### config.mk
export PLATFORM = sky130hd
export DESIGN_NAME = fp_to_int_pipe_flat
export DESIGN_NICKNAME = d
export VERILOG_FILES = /design/src/rtl/fp_to_int_pipe_pkg.sv /design/src/rtl/fp_to_int_pipe_if.sv /design/src/rtl/fp_to_int_pipe_round_inc.sv /design/src/rtl/fp_to_int_pipe.sv /design/src/flat_wrapper.sv
export SDC_FILE = /design/constraint.sdc
export NUM_CORES = 1
export LEC_CHECK = 0
export ABC_AREA = 1
export ABC_CLOCK_PERIOD_IN_PS = 3840
export BUFFER_PORTS_ARGS = -buffer_cell sky130_fd_sc_hd__buf_2
export CAP_MARGIN = 5
export CORE_ASPECT_RATIO = 1.75
export CORE_UTILIZATION = 63
export CTS_BUF_LIST = sky130_fd_sc_hd__clkbuf_4
export DETAILED_ROUTE_END_ITERATION = 10
export MAX_ROUTING_LAYER = met4
export PLACE_DENSITY = 0.9
export RECOVER_POWER = 25
export REMOVE_ABC_BUFFERS = 1
export SLEW_MARGIN = 20
export SYNTH_ARGS = -nofsm -noshare
export SYNTH_HDL_FRONTEND = slang
export SYNTH_SLANG_ARGS = --single-unit
export TNS_END_PERCENT = 100
### constraint.sdc
create_clock -name clk -period 3.84 [get_ports clk]
set_input_delay 0.768 -clock clk [delete_from_list [all_inputs] [get_ports clk]]
set_output_delay 0.768 -clock clk [all_outputs]
set_load 0.1 [all_outputs]
### src/rtl/fp_to_int_pipe_pkg.sv
// Shared FP32 decode types and helpers for the float-to-integer converters.
//   rm_e          : rounding mode encoding (RNE, RTZ, RDN, RUP, RMM)
//   fp32_class_e  : operand class after decode
//   fp32_dec_t    : decoded operand (sign, unbiased exponent, mantissa, class, mode)
//   fp32_decode() : field split + classification of a raw IEEE-754 single
package fp_to_int_pipe_pkg;

  localparam int unsigned FP_EXP_W  = 8;
  localparam int unsigned FP_FRAC_W = 23;
  localparam int unsigned FP_MANT_W = 24;
  localparam int unsigned FP_E_W    = 9;    // signed unbiased exponent
  localparam int unsigned FP_BIAS   = 127;

  typedef enum logic [2:0] {
    RM_RNE = 3'd0,
    RM_RTZ = 3'd1,
    RM_RDN = 3'd2,
    RM_RUP = 3'd3,
    RM_RMM = 3'd4
  } rm_e;

  typedef enum logic [1:0] {
    CLS_ZERO = 2'd0,
    CLS_NORM = 2'd1,
    CLS_INF  = 2'd2,
    CLS_NAN  = 2'd3
  } fp32_class_e;

  typedef struct packed {
    logic                 sign;
    logic [FP_E_W-1:0]    e;      // two's complement, exp - BIAS
    logic [FP_MANT_W-1:0] mant;   // {hidden 1, frac}
    fp32_class_e          cls;
    rm_e                  rm;
    logic                 uns;
  } fp32_dec_t;

  // Reserved encodings 5-7 fall back to round-to-nearest-even.
  function automatic rm_e rm_decode(input logic [2:0] rm);
    case (rm)
      3'd1:    return RM_RTZ;
      3'd2:    return RM_RDN;
      3'd3:    return RM_RUP;
      3'd4:    return RM_RMM;
      default: return RM_RNE;
    endcase
  endfunction

  // Denormals are classed as zero: they always convert to magnitude 0 without flags.
  function automatic fp32_dec_t fp32_decode(input logic [31:0] a, input logic [2:0] rm,
                                            input logic uns);
    logic [FP_EXP_W-1:0]  ex;
    logic [FP_FRAC_W-1:0] fr;
    fp32_dec_t            d;
    ex     = a[30:23];
    fr     = a[22:0];
    d.sign = a[31];
    d.e    = FP_E_W'({1'b0, ex}) - FP_E_W'(FP_BIAS);
    d.mant = {1'b1, fr};
    d.rm   = rm_decode(rm);
    d.uns  = uns;
    if (ex == '0)      d.cls = CLS_ZERO;
    else if (ex == '1) d.cls = (fr != '0) ? CLS_NAN : CLS_INF;
    else               d.cls = CLS_NORM;
    return d;
  endfunction

endpackage

### src/rtl/fp_to_int_pipe_if.sv
// Operand/result handshake bundle of the float-to-integer pipeline.
//   in_*  : operand channel (valid/ready, FP32 operand, rounding mode, signedness, tag)
//   out_* : result channel (valid/ready, integer, NV/NX flags, tag)
//   slave : converter side, master : producer/consumer side
interface fp_to_int_pipe_if #(
  parameter int unsigned INT_W = 32,
  parameter int unsigned TAG_W = 4
) ();
  logic             in_valid;
  logic             in_ready;
  logic [31:0]      in_a;
  logic [2:0]       in_rm;
  logic             in_unsigned;
  logic [TAG_W-1:0] in_tag;
  logic             out_valid;
  logic             out_ready;
  logic [INT_W-1:0] out_int;
  logic             out_invalid;
  logic             out_inexact;
  logic [TAG_W-1:0] out_tag;

  modport slave (
    input  in_valid, in_a, in_rm, in_unsigned, in_tag, out_ready,
    output in_ready, out_valid, out_int, out_invalid, out_inexact, out_tag
  );

  modport master (
    output in_valid, in_a, in_rm, in_unsigned, in_tag, out_ready,
    input  in_ready, out_valid, out_int, out_invalid, out_inexact, out_tag
  );
endinterface

### src/rtl/fp_to_int_pipe_round_inc.sv
// Round-increment decision shared by the FP converters.
//   rm_i     : rounding mode
//   sign_i   : operand sign
//   lsb_i    : lowest kept bit
//   g_i, s_i : guard and sticky bits
//   inc_o_c  : add one ulp to the truncated magnitude (combinational)
module fp_round_inc
  import fp_to_int_pipe_pkg::*;
(
  input  rm_e  rm_i,
  input  logic sign_i,
  input  logic lsb_i,
  input  logic g_i,
  input  logic s_i,
  output logic inc_o_c
);

  always_comb begin
    inc_o_c = 1'b0;
    case (rm_i)
      RM_RNE:  inc_o_c = g_i & (s_i | lsb_i);
      RM_RTZ:  inc_o_c = 1'b0;
      RM_RDN:  inc_o_c = sign_i & (g_i | s_i);
      RM_RUP:  inc_o_c = ~sign_i & (g_i | s_i);
      RM_RMM:  inc_o_c = g_i;
      default: inc_o_c = g_i & (s_i | lsb_i);
    endcase
  end

endmodule

### src/rtl/fp_to_int_pipe.sv
// Three-stage FP32 -> INT_W-bit integer converter with valid/ready flow control.
//   clk, rst_n : clock, asynchronous active-low reset
//   flush      : drops every in-flight operation at the next edge
//   bus        : operand/result handshake (slave side)
// Stage 1 decodes, stage 2 aligns to the integer grid, stage 3 rounds and saturates.
module fp_to_int_pipe
  import fp_to_int_pipe_pkg::*;
#(
  parameter int unsigned INT_W = 32,
  parameter int unsigned TAG_W = 4
) (
  input  logic               clk,
  input  logic               rst_n,
  input  logic               flush,
  fp_to_int_pipe_if.slave    bus
);

  localparam int unsigned FW = INT_W + FP_MANT_W;

  localparam logic [INT_W-1:0] SAT_POS_S = {1'b0, {(INT_W-1){1'b1}}};
  localparam logic [INT_W-1:0] SAT_NEG_S = {1'b1, {(INT_W-1){1'b0}}};
  localparam logic [INT_W-1:0] SAT_POS_U = '1;
  localparam logic [INT_W:0]   MAG_MAX_POS = {1'b0, SAT_POS_S};
  localparam logic [INT_W:0]   MAG_MAX_NEG = {1'b0, SAT_NEG_S};
  localparam logic [INT_W:0]   MAG_MAX_U   = {1'b0, SAT_POS_U};

  typedef struct packed {
    fp32_dec_t        dec;
    logic [TAG_W-1:0] tag;
  } s1_t;

  typedef struct packed {
    logic             sign;
    fp32_class_e      cls;
    logic             ovf;
    logic [INT_W:0]   ipart;
    logic             g;
    logic             s;
    rm_e              rm;
    logic             uns;
    logic [TAG_W-1:0] tag;
  } s2_t;

  typedef struct packed {
    logic [INT_W-1:0] res;
    logic             nv;
    logic             nx;
    logic [TAG_W-1:0] tag;
  } s3_t;

  s1_t  s1_d, s1_q;
  s2_t  s2_d, s2_q;
  s3_t  s3_d, s3_q;
  logic v1_q, v2_q, v3_q;
  logic load1_c, load2_c, load3_c;
  logic [FW-1:0]  field;
  logic [INT_W:0] mag;
  logic           inc;
  logic           in_range;
  logic           special;

  // A stage may load when it is empty or its content moves on this edge.
  assign load3_c      = ~v3_q | bus.out_ready;
  assign load2_c      = ~v2_q | load3_c;
  assign load1_c      = ~v1_q | load2_c;
  assign bus.in_ready = load1_c;

  // Stage 1: decode
  always_comb begin
    s1_d     = '0;
    s1_d.dec = fp32_decode(bus.in_a, bus.in_rm, bus.in_unsigned);
    s1_d.tag = bus.in_tag;
  end

  always_ff @(posedge clk or negedge rst_n) begin
    if (!rst_n) begin
      v1_q <= 1'b0;
      s1_q <= '0;
    end else begin
      if (flush)        v1_q <= 1'b0;
      else if (load1_c) v1_q <= bus.in_valid;
      if (load1_c && bus.in_valid) s1_q <= s1_d;
    end
  end

  // Stage 2: align mantissa so the binary point sits between field[23] and field[22]
  always_comb begin
    s2_d      = '0;
    field     = '0;
    s2_d.sign = s1_q.dec.sign;
    s2_d.cls  = s1_q.dec.cls;
    s2_d.rm   = s1_q.dec.rm;
    s2_d.uns  = s1_q.dec.uns;
    s2_d.tag  = s1_q.tag;
    if (s1_q.dec.cls == CLS_NORM) begin
      if (s1_q.dec.e[FP_E_W-1]) begin
        // |x| < 1: only rounding bits survive
        s2_d.g = (s1_q.dec.e == '1);
        s2_d.s = (s1_q.dec.e != '1) | (|s1_q.dec.mant[FP_FRAC_W-1:0]);
      end else if (s1_q.dec.e >= FP_E_W'(INT_W)) begin
        s2_d.ovf = 1'b1;
      end else begin
        field      = FW'(s1_q.dec.mant) << s1_q.dec.e[6:0];
        s2_d.ipart = field[FW-1:FP_FRAC_W];
        s2_d.g     = field[FP_FRAC_W-1];
        s2_d.s     = |field[FP_FRAC_W-2:0];
      end
    end
  end

  always_ff @(posedge clk or negedge rst_n) begin
    if (!rst_n) begin
      v2_q <= 1'b0;
      s2_q <= '0;
    end else begin
      if (flush)        v2_q <= 1'b0;
      else if (load2_c) v2_q <= v1_q;
      if (load2_c && v1_q) s2_q <= s2_d;
    end
  end

  // Stage 3: round, range check, saturate
  fp_round_inc u_round_inc (
    .rm_i    (s2_q.rm),
    .sign_i  (s2_q.sign),
    .lsb_i   (s2_q.ipart[0]),
    .g_i     (s2_q.g),
    .s_i     (s2_q.s),
    .inc_o_c (inc)
  );

  always_comb begin
    s3_d     = '0;
    s3_d.tag = s2_q.tag;
    mag      = s2_q.ipart + (INT_W+1)'(inc);
    special  = (s2_q.cls == CLS_NAN) | (s2_q.cls == CLS_INF) | s2_q.ovf;
    // A negative value rounding to zero is a legal unsigned result.
    if (s2_q.uns)       in_range = (~s2_q.sign & (mag <= MAG_MAX_U)) | (mag == '0);
    else if (s2_q.sign) in_range = (mag <= MAG_MAX_NEG);
    else                in_range = (mag <= MAG_MAX_POS);
    if (special || !in_range) begin
      s3_d.nv = 1'b1;
      if ((s2_q.cls == CLS_NAN) || !s2_q.sign) s3_d.res = s2_q.uns ? SAT_POS_U : SAT_POS_S;
      else                                      s3_d.res = s2_q.uns ? INT_W'(0) : SAT_NEG_S;
    end else begin
      s3_d.nx  = s2_q.g | s2_q.s;
      s3_d.res = s2_q.sign ? (INT_W'(0) - mag[INT_W-1:0]) : mag[INT_W-1:0];
    end
  end

  always_ff @(posedge clk or negedge rst_n) begin
    if (!rst_n) begin
      v3_q <= 1'b0;
      s3_q <= '0;
    end else begin
      if (flush)        v3_q <= 1'b0;
      else if (load3_c) v3_q <= v2_q;
      if (load3_c && v2_q) s3_q <= s3_d;
    end
  end

  assign bus.out_valid   = v3_q;
  assign bus.out_int     = s3_q.res;
  assign bus.out_invalid = s3_q.nv;
  assign bus.out_inexact = s3_q.nx;
  assign bus.out_tag     = s3_q.tag;

endmodule

### src/flat_wrapper.sv
// flat-port wrapper written by rule: the top's interface ports become plain ports
module fp_to_int_pipe_flat import fp_to_int_pipe_pkg::*;
#(
  parameter int unsigned INT_W = 32,
  parameter int unsigned TAG_W = 4
)
  (clk, rst_n, flush, bus_in_valid, bus_in_a, bus_in_rm, bus_in_unsigned, bus_in_tag, bus_out_ready, bus_in_ready, bus_out_valid, bus_out_int, bus_out_invalid, bus_out_inexact, bus_out_tag);
  fp_to_int_pipe_if #(.INT_W(INT_W), .TAG_W(TAG_W)) bus_i ();
  input  logic clk;
  input  logic rst_n;
  input  logic flush;
  input wire logic [$bits(bus_i.in_valid)-1:0] bus_in_valid;
  input wire logic [$bits(bus_i.in_a)-1:0] bus_in_a;
  input wire logic [$bits(bus_i.in_rm)-1:0] bus_in_rm;
  input wire logic [$bits(bus_i.in_unsigned)-1:0] bus_in_unsigned;
  input wire logic [$bits(bus_i.in_tag)-1:0] bus_in_tag;
  input wire logic [$bits(bus_i.out_ready)-1:0] bus_out_ready;
  output wire logic [$bits(bus_i.in_ready)-1:0] bus_in_ready;
  output wire logic [$bits(bus_i.out_valid)-1:0] bus_out_valid;
  output wire logic [$bits(bus_i.out_int)-1:0] bus_out_int;
  output wire logic [$bits(bus_i.out_invalid)-1:0] bus_out_invalid;
  output wire logic [$bits(bus_i.out_inexact)-1:0] bus_out_inexact;
  output wire logic [$bits(bus_i.out_tag)-1:0] bus_out_tag;
  assign bus_i.in_valid = bus_in_valid;
  assign bus_i.in_a = bus_in_a;
  assign bus_i.in_rm = bus_in_rm;
  assign bus_i.in_unsigned = bus_in_unsigned;
  assign bus_i.in_tag = bus_in_tag;
  assign bus_i.out_ready = bus_out_ready;
  assign bus_in_ready = bus_i.in_ready;
  assign bus_out_valid = bus_i.out_valid;
  assign bus_out_int = bus_i.out_int;
  assign bus_out_invalid = bus_i.out_invalid;
  assign bus_out_inexact = bus_i.out_inexact;
  assign bus_out_tag = bus_i.out_tag;
  fp_to_int_pipe #(.INT_W(INT_W), .TAG_W(TAG_W)) u_core (.clk(clk), .rst_n(rst_n), .flush(flush), .bus(bus_i));
endmodule
# After elaboration in Yosys (flattened, before gate mapping)
# Cells that the tools add are included.
# totals
reg_bits,132
latchBits,0
mem_bits_rw,0
rom_bits,0
inputBits,45
out_inout_bits,40
mem_count,0
# op_classes
add_sub_neg,3
n_mul,0
div_mod_pow,0
n_lt_le_gt_ge,4
eq_ne,14
n_shift,1
n_mux,25
n_bitwise,17
reduce_logical,15
# ops
op,n
32-bit two-way mux,5
33-bit by 32-bit <= comparator with 1-bit output (second input constant),2
24-bit by 7-bit left shift with 56-bit output,1
36-bit two-way mux,1
35-bit two-way mux,1
34-bit two-way mux,1
33-bit by 1-bit adder with 33-bit output,1
33-bit by 31-bit <= comparator with 1-bit output (second input constant),1
33-bit zero test,1
1-bit by 32-bit subtractor with 32-bit output (first input constant),1
23-bit nonzero test,1
23-bit OR reduction,1
22-bit OR reduction,1
3-bit by 2-bit == test with 1-bit output (second input constant),4
1-bit two-way mux,12
3-bit case mux with 4 select lines,1
9-bit == test (second input constant),1
9-bit by 6-bit >= comparator with 1-bit output (second input constant),1
9-bit inequality test (second input constant),1
1-bit bitwise OR,9
8-bit by 7-bit subtractor with 9-bit output (second input constant),1
8-bit == test (second input constant),1
8-bit zero test,1
3-bit by 1-bit == test with 1-bit output (second input constant),2
other kinds (11),27

# Logic depth before layout (Yosys ltp)
# depth
ltp_word,11
ltp_mapped,29

# By module
# Synthesis repeated with hierarchy kept, for this count alone.
# hier_totals
hier_cells,1455
area_unflattened_um2,9331.4
# modules_own_cells
module,instances,cells_each,area_per_inst_um2,seq_area_each_um2
fp_to_int_pipe,1,1441,9268.9,3303.2
fp_round_inc,1,14,62.6,0.0

# Worst setup path before layout
# Ideal clock, no wire load.
# synth_timing
path_kind,flip-flop to flip-flop
start,register u_core.s2_q[46] in the netlist's numbering
end,"register u_core.s3_q, in the netlist u_core.bus.out_int[10]"
setup_time_ps,120
t_arrival_ps,3378
t_required_ps,3720
setup_slack_ps,342
path_stages_with_launch,27
n_path_buf,3
period_less_slack_ps,3498
path_cell_list,dfrtp_1 buf_2 clkbuf_1 nor2_1 o41ai_1 ha_1 ha_1 inv_1 ha_1 inv_1 nor2_1 nand3_1 nor2_1 nand2_1 nor2_2 nand2_1 nor2_2 nand2_1 nand2_1 nand2_2 nand3_4 nand3_4 nand2_4 buf_6 nand2_1 nand2_1 nand2_1
# synth_between
elab_chain_len,11
# synth_lines
element,line_no,source
start: declaration,fp_to_int_pipe.sv:52,"s2_t s2_d, s2_q;"
start signal: assignment,fp_to_int_pipe.sv:114,s2_q <= '0;
start signal: assignment,fp_to_int_pipe.sv:118,if (load2_c && v1_q) s2_q <= s2_d;
1-bit inverter,"fp_to_int_pipe_round_inc.sv:24, fp_to_int_pipe.sv:138",
1-bit AND,fp_to_int_pipe_round_inc.sv:24,RM_RUP: inc_o_c = ~sign_i & (g_i | s_i);
1-bit case mux with 4 select lines,fp_to_int_pipe_round_inc.sv:20,case (rm_i)
33-bit by 1-bit adder with 33-bit output,fp_to_int_pipe.sv:135,mag = s2_q.ipart + (INT_W+1)'(inc);
33-bit by 32-bit <= comparator with 1-bit output,fp_to_int_pipe.sv:138,if (s2_q.uns) in_range = (~s2_q.sign & (mag <= MAG_MAX_U)) | (mag == '0);
1-bit AND,fp_to_int_pipe.sv:138,
1-bit bitwise OR,fp_to_int_pipe.sv:138,
1-bit two-way mux,fp_to_int_pipe.sv:138,
1-bit zero test,fp_to_int_pipe.sv:141,if (special || !in_range) begin
1-bit logical OR,fp_to_int_pipe.sv:141,
32-bit two-way mux (*),fp_to_int_pipe.sv:141,
end signal: assignment,fp_to_int_pipe.sv:154,s3_q <= '0;
end signal: assignment,fp_to_int_pipe.sv:158,if (load3_c && v2_q) s3_q <= s3_d;
end: declaration,fp_to_int_pipe.sv:53,"s3_t s3_d, s3_q;"
# Mark *: on every way between the ends. The rest lies on a longest branch, timed or not.
# A chain may end at the register's enable or synchronous reset.

# Final worst setup path
# layout_timing
start,register u_core.s2_q[7] in the netlist's numbering
end,"register u_core.s3_q, in the netlist u_core.bus.out_int[25]"
# layout_between
elab_chain_len,10
# layout_lines
element,line_no
"3-bit == test, or another cell as far along",fp_to_int_pipe_round_inc.sv:20
1-bit case mux with 4 select lines (*),fp_to_int_pipe_round_inc.sv:20
33-bit by 1-bit adder with 33-bit output (*),fp_to_int_pipe.sv:135
33-bit by 32-bit <= comparator with 1-bit output,fp_to_int_pipe.sv:138
1-bit AND,fp_to_int_pipe.sv:138
1-bit bitwise OR,fp_to_int_pipe.sv:138
1-bit two-way mux,fp_to_int_pipe.sv:138
1-bit zero test,fp_to_int_pipe.sv:141
1-bit logical OR,fp_to_int_pipe.sv:141
32-bit two-way mux (*),fp_to_int_pipe.sv:141
# Marks and branches as above.

==> impl_results.md <==
* Lkg Pwr at around 5.5 nW
* VDD IR-drop max at between 0.0003 and 0.0004 V
* Critical path type: flop to flop
* Syn Inst Count at 1492
* FILL cells at 1247
* Simple-Gate Fraction of Synth Area at 0.3988
* Worst-case clock buffer depth at 2
* DRC viols at 1
* Syn avg cell area at 6.490 sq um
* First-pass GRT wire length at approximately 47 mm
* FP Rows at a little under 60
* Ys flop type: dfrtp_1
* DRT iter0 DRCs at 570
* Vias at roughly 10000
* Final Power at 5.440 mW
* Final Net Count at 1625
* Xor/xnor share of the synthesized area at 0.02985
* CTS tree: yes
* CTS Buf Count at 17
* Final worst path period share at 0.9536
* Rel. slew slack at -1.011
* Share of cells above drive strength 1 at 0.1563
* Startpoint Class: flop
* Clock transition at path regs at 160 ps
* Placer congestion estimate at around 1.0
* WL final at slightly above 30 mm
* Die area at around 16000 sq um
* Total Routing Usage GR at 0.4060
* Pin count of the biggest net entering global routing at between 100 and 150
* Final hold vios at 0
* Crit path capture type: flop
* Initial antenna violation count at 1
* Clock Tree Root: clkbuf_4
* Cell area power density at between 500 and 600 nW/um^2
* First drt pass iteration count at 9
* Largest family of logic cells by synthesized area: simple AND/OR/NAND/NOR gates
* Clock Latency Late Sink at 590 ps
* Hold Path Class: primary input to flop
* Mux cell area share after synthesis at 0.007236
* Worst Max-Slew Pin Slew at a little over 3000 ps
* Yosys warns at 0
* Setup Skew at 33.96 ps
* Port bufs at 84
* Setup-failing EPs final at 0
* Vias/cell at 5.704
* Congestion Overflow GR at 0
* CP max FO at 6
* CP arrival at 4180 ps
* Number of synthesized flops with an enable pin at 0
* Ports at between 80 and 90
* Synth unique cells at 50
* CTS Sinks at roughly 130
* Max cap viols at 1
* WL met2 at around 16 mm
* Slowest-stage cell, CP: dfrtp_1
* Post-DR wirelength/cell at roughly 17 microns
* Share of synthesized cell area in full adder, half adder and majority cells at 0.007753
* Final Critical Period at 3662 ps
* Core area at 14910 sq um
* H-tree depth at 4
* Die W at about 96 microns
* M1 wire length at roughly 9.8 mm
* Most frequent CP cell: nand2_1
* Routed met3 length at approximately 1.5 mm
* Die Span Y at 166.0 microns
* Post-route cell area at 10820 sq um
* Required time worst endpoint at about 4400 ps
* Placed Area at a little over 10000 sq um
* Fmax at about 0.27 GHz
* Largest stage delay on the critical path at around 450 ps
* Mapped cell area at roughly 9700 sq um
* Synth Register Bits at between 100 and 150
* Area grow syn2layout at 11.73%
* Number of global-route vias before repair at around 9700
* Cell chain of the critical path: buf_4 > o41ai_2 > ha_2 > ha_4 > nand2_2 > nor2_8 > nand2_4 > nor2_4 > buf_4 > nand2_1 > nand2_1 > nand2_1 > nor2_1 > nand2_1 > nor2_1 > nand3_1 > nand2_1 > nand2_2 > nand2_4 > nand3_4 > nor2_8 > clkbuf_16 > nand2_2 > nand3_2
* Antenna viol nets, final at 0
* Run status: complete, but fails checks
* Compound-Gate Fraction of Synth Area at 0.1313
* Asr flop ratio synth at 1.000
* Fin. max-slew vios at ~120
* CTS Hold Bufs at 0
* Dpl hpwl at 23.49 mm
* Initial Util at 0.6494
* Sequential-to-total area share from yosys stat at 0.3411
* Max Used Layer: met4
* Failing checks: design-rule violations, max-capacitance violations, max-slew violations
==> layout by cell type, fill, tap and decap left out, types with 6 or more instances in the layout <==
cell type / instances
nor2_2: 16
nand3_1: 79
nand2_2: 29
nor2_1: 132
buf_2: 83
o21ai_0: 180
inv_1: 138
nand3_2: 8
buf_4: 38
nand2_1: 515
or2_2: 6
mux2i_1: 7
o22ai_1: 6
nor2_4: 7
nor3_1: 17
xor2_1: 30
nand4_1: 36
clkbuf_4: 17
a31oi_1: 9
a21oi_1: 13
dfrtp_1: 132
nor4_1: 9
==> synthesized netlist by cell type, types with 4 or more instances <==
cell type / count / share of area
o21ai_0: 182 / 0.094
nand3_1: 79 / 0.041
nor2_8: 4 / 0.0083
a21oi_1: 13 / 0.0067
nand4_1: 36 / 0.023
nor3_1: 17 / 0.0088
nand2_4: 4 / 0.0047
a31oi_1: 9 / 0.0058
nand2_2: 26 / 0.017
nor4_1: 9 / 0.0058
clkinv_1: 4 / 0.0016
ha_1: 6 / 0.0078
buf_1: 6 / 0.0023
mux2i_1: 7 / 0.0072
dfrtp_1: 132 / 0.34
nand2_1: 519 / 0.20
nand3_2: 9 / 0.0093
nor2_2: 9 / 0.0058
nor2_4: 7 / 0.0081
buf_2: 5 / 0.0026
o22ai_1: 6 / 0.0039
inv_1: 140 / 0.054
nor2_1: 139 / 0.054
xor2_1: 30 / 0.027
or2_2: 6 / 0.0039
clkbuf_1: 47 / 0.018
o211ai_1: 5 / 0.0039
==> path summary, 6_finish.rpt <==
kind	cells past startpoint	from	slack, ps	end
worst min-delay path	2	flush	340	u_core.v2_q
worst min register to register	2	u_core.bus.out_int[4]	490	u_core.bus.out_int[4]
max in group asynchronous	1	rst_n	910	u_core.bus.out_int[13]
worst max-delay path	24	u_core.s2_q[7]	180	u_core.bus.out_int[25]
worst max register to register	24	u_core.s2_q[7]	180	u_core.bus.out_int[25]
min in group asynchronous	1	rst_n	1140	u_core.s1_q[19]
==> report_power, final <==
part           leakage, nW  switching [mW]  internal [mW]
sequential            1.69           0.154           1.60
combinational         3.65            2.04          0.562
clock                0.169           0.661          0.419
==> cell families after synthesis <==
family,Yosys count
compound gates,235
xor+xnor,33
fa+ha+maj,6
buf+inv,208
flops,132
mux,7
simple gates,871
==> worst max-delay path: cells and delay by family (launching register included) <==
family,cells,cell delay [ps]
compound gates,1,340
simple gates,18,1890
fa+ha+maj,2,430
buf+inv,3,490
flops,1,450
==> cell type report <==
type                       instances  area (sq um)  area share
tap                              183         229.0     0.02116
clock buffer                      17         127.6     0.01180
sequential                       132          3303      0.3053
multi-input combinational       1152          5663      0.5234
antenna                            1         2.502   0.0002313
clock inverter                    15         191.4     0.01769
inverter                         147         551.8     0.05100
timing repair buffer             124         750.7     0.06939
==> registers in the layout, indices dropped and copies added (netlist names) <==
name                    cells
u_core.bus.out_inexact      1
u_core.bus.out_int         32
u_core.bus.out_invalid      1
u_core.bus.out_tag          4
u_core.bus.out_valid        1
u_core.s1_q                44
u_core.s2_q                47
u_core.v1_q                 1
u_core.v2_q                 1
==> through the flow <==
stage	utilization	setup WS (ps)	hold WS (ps)	setup TNS, ps	instances
after floorplan	-	-65.69	442.2	-589.4	1431
after global placement	0.6879	230.4	451.1	0	1722
after detailed placement	0.6879	-29.28	457.2	-35.98	1722
after CTS	0.7113	23.85	344.8	0	1756
after global routing	0.7255	-101.9	338.4	-1281	1771
final	0.7255	178.2	335.8	0	1771
==> metal layers <==
| layer | up-vias | global-route usage |
|---|---|---|
| met5 | - | - |
| met4 | 0 | 0.3679 |
| met3 | 167 | 0.08242 |
| met2 | 378 | 0.7031 |
| met1 | 4576 | 0.3496 |
| li1 | 4980 | - |
==> timing repair <==
item / 4_1_cts / 5_1_grt
endpoints found under the setup margin: 18 / 34
setup buffers: 2 / 13
pin swaps: 1 / 9
resized for setup: 1 / 26
cloned: 0 / 1
(Power assumes the default switching activity.)
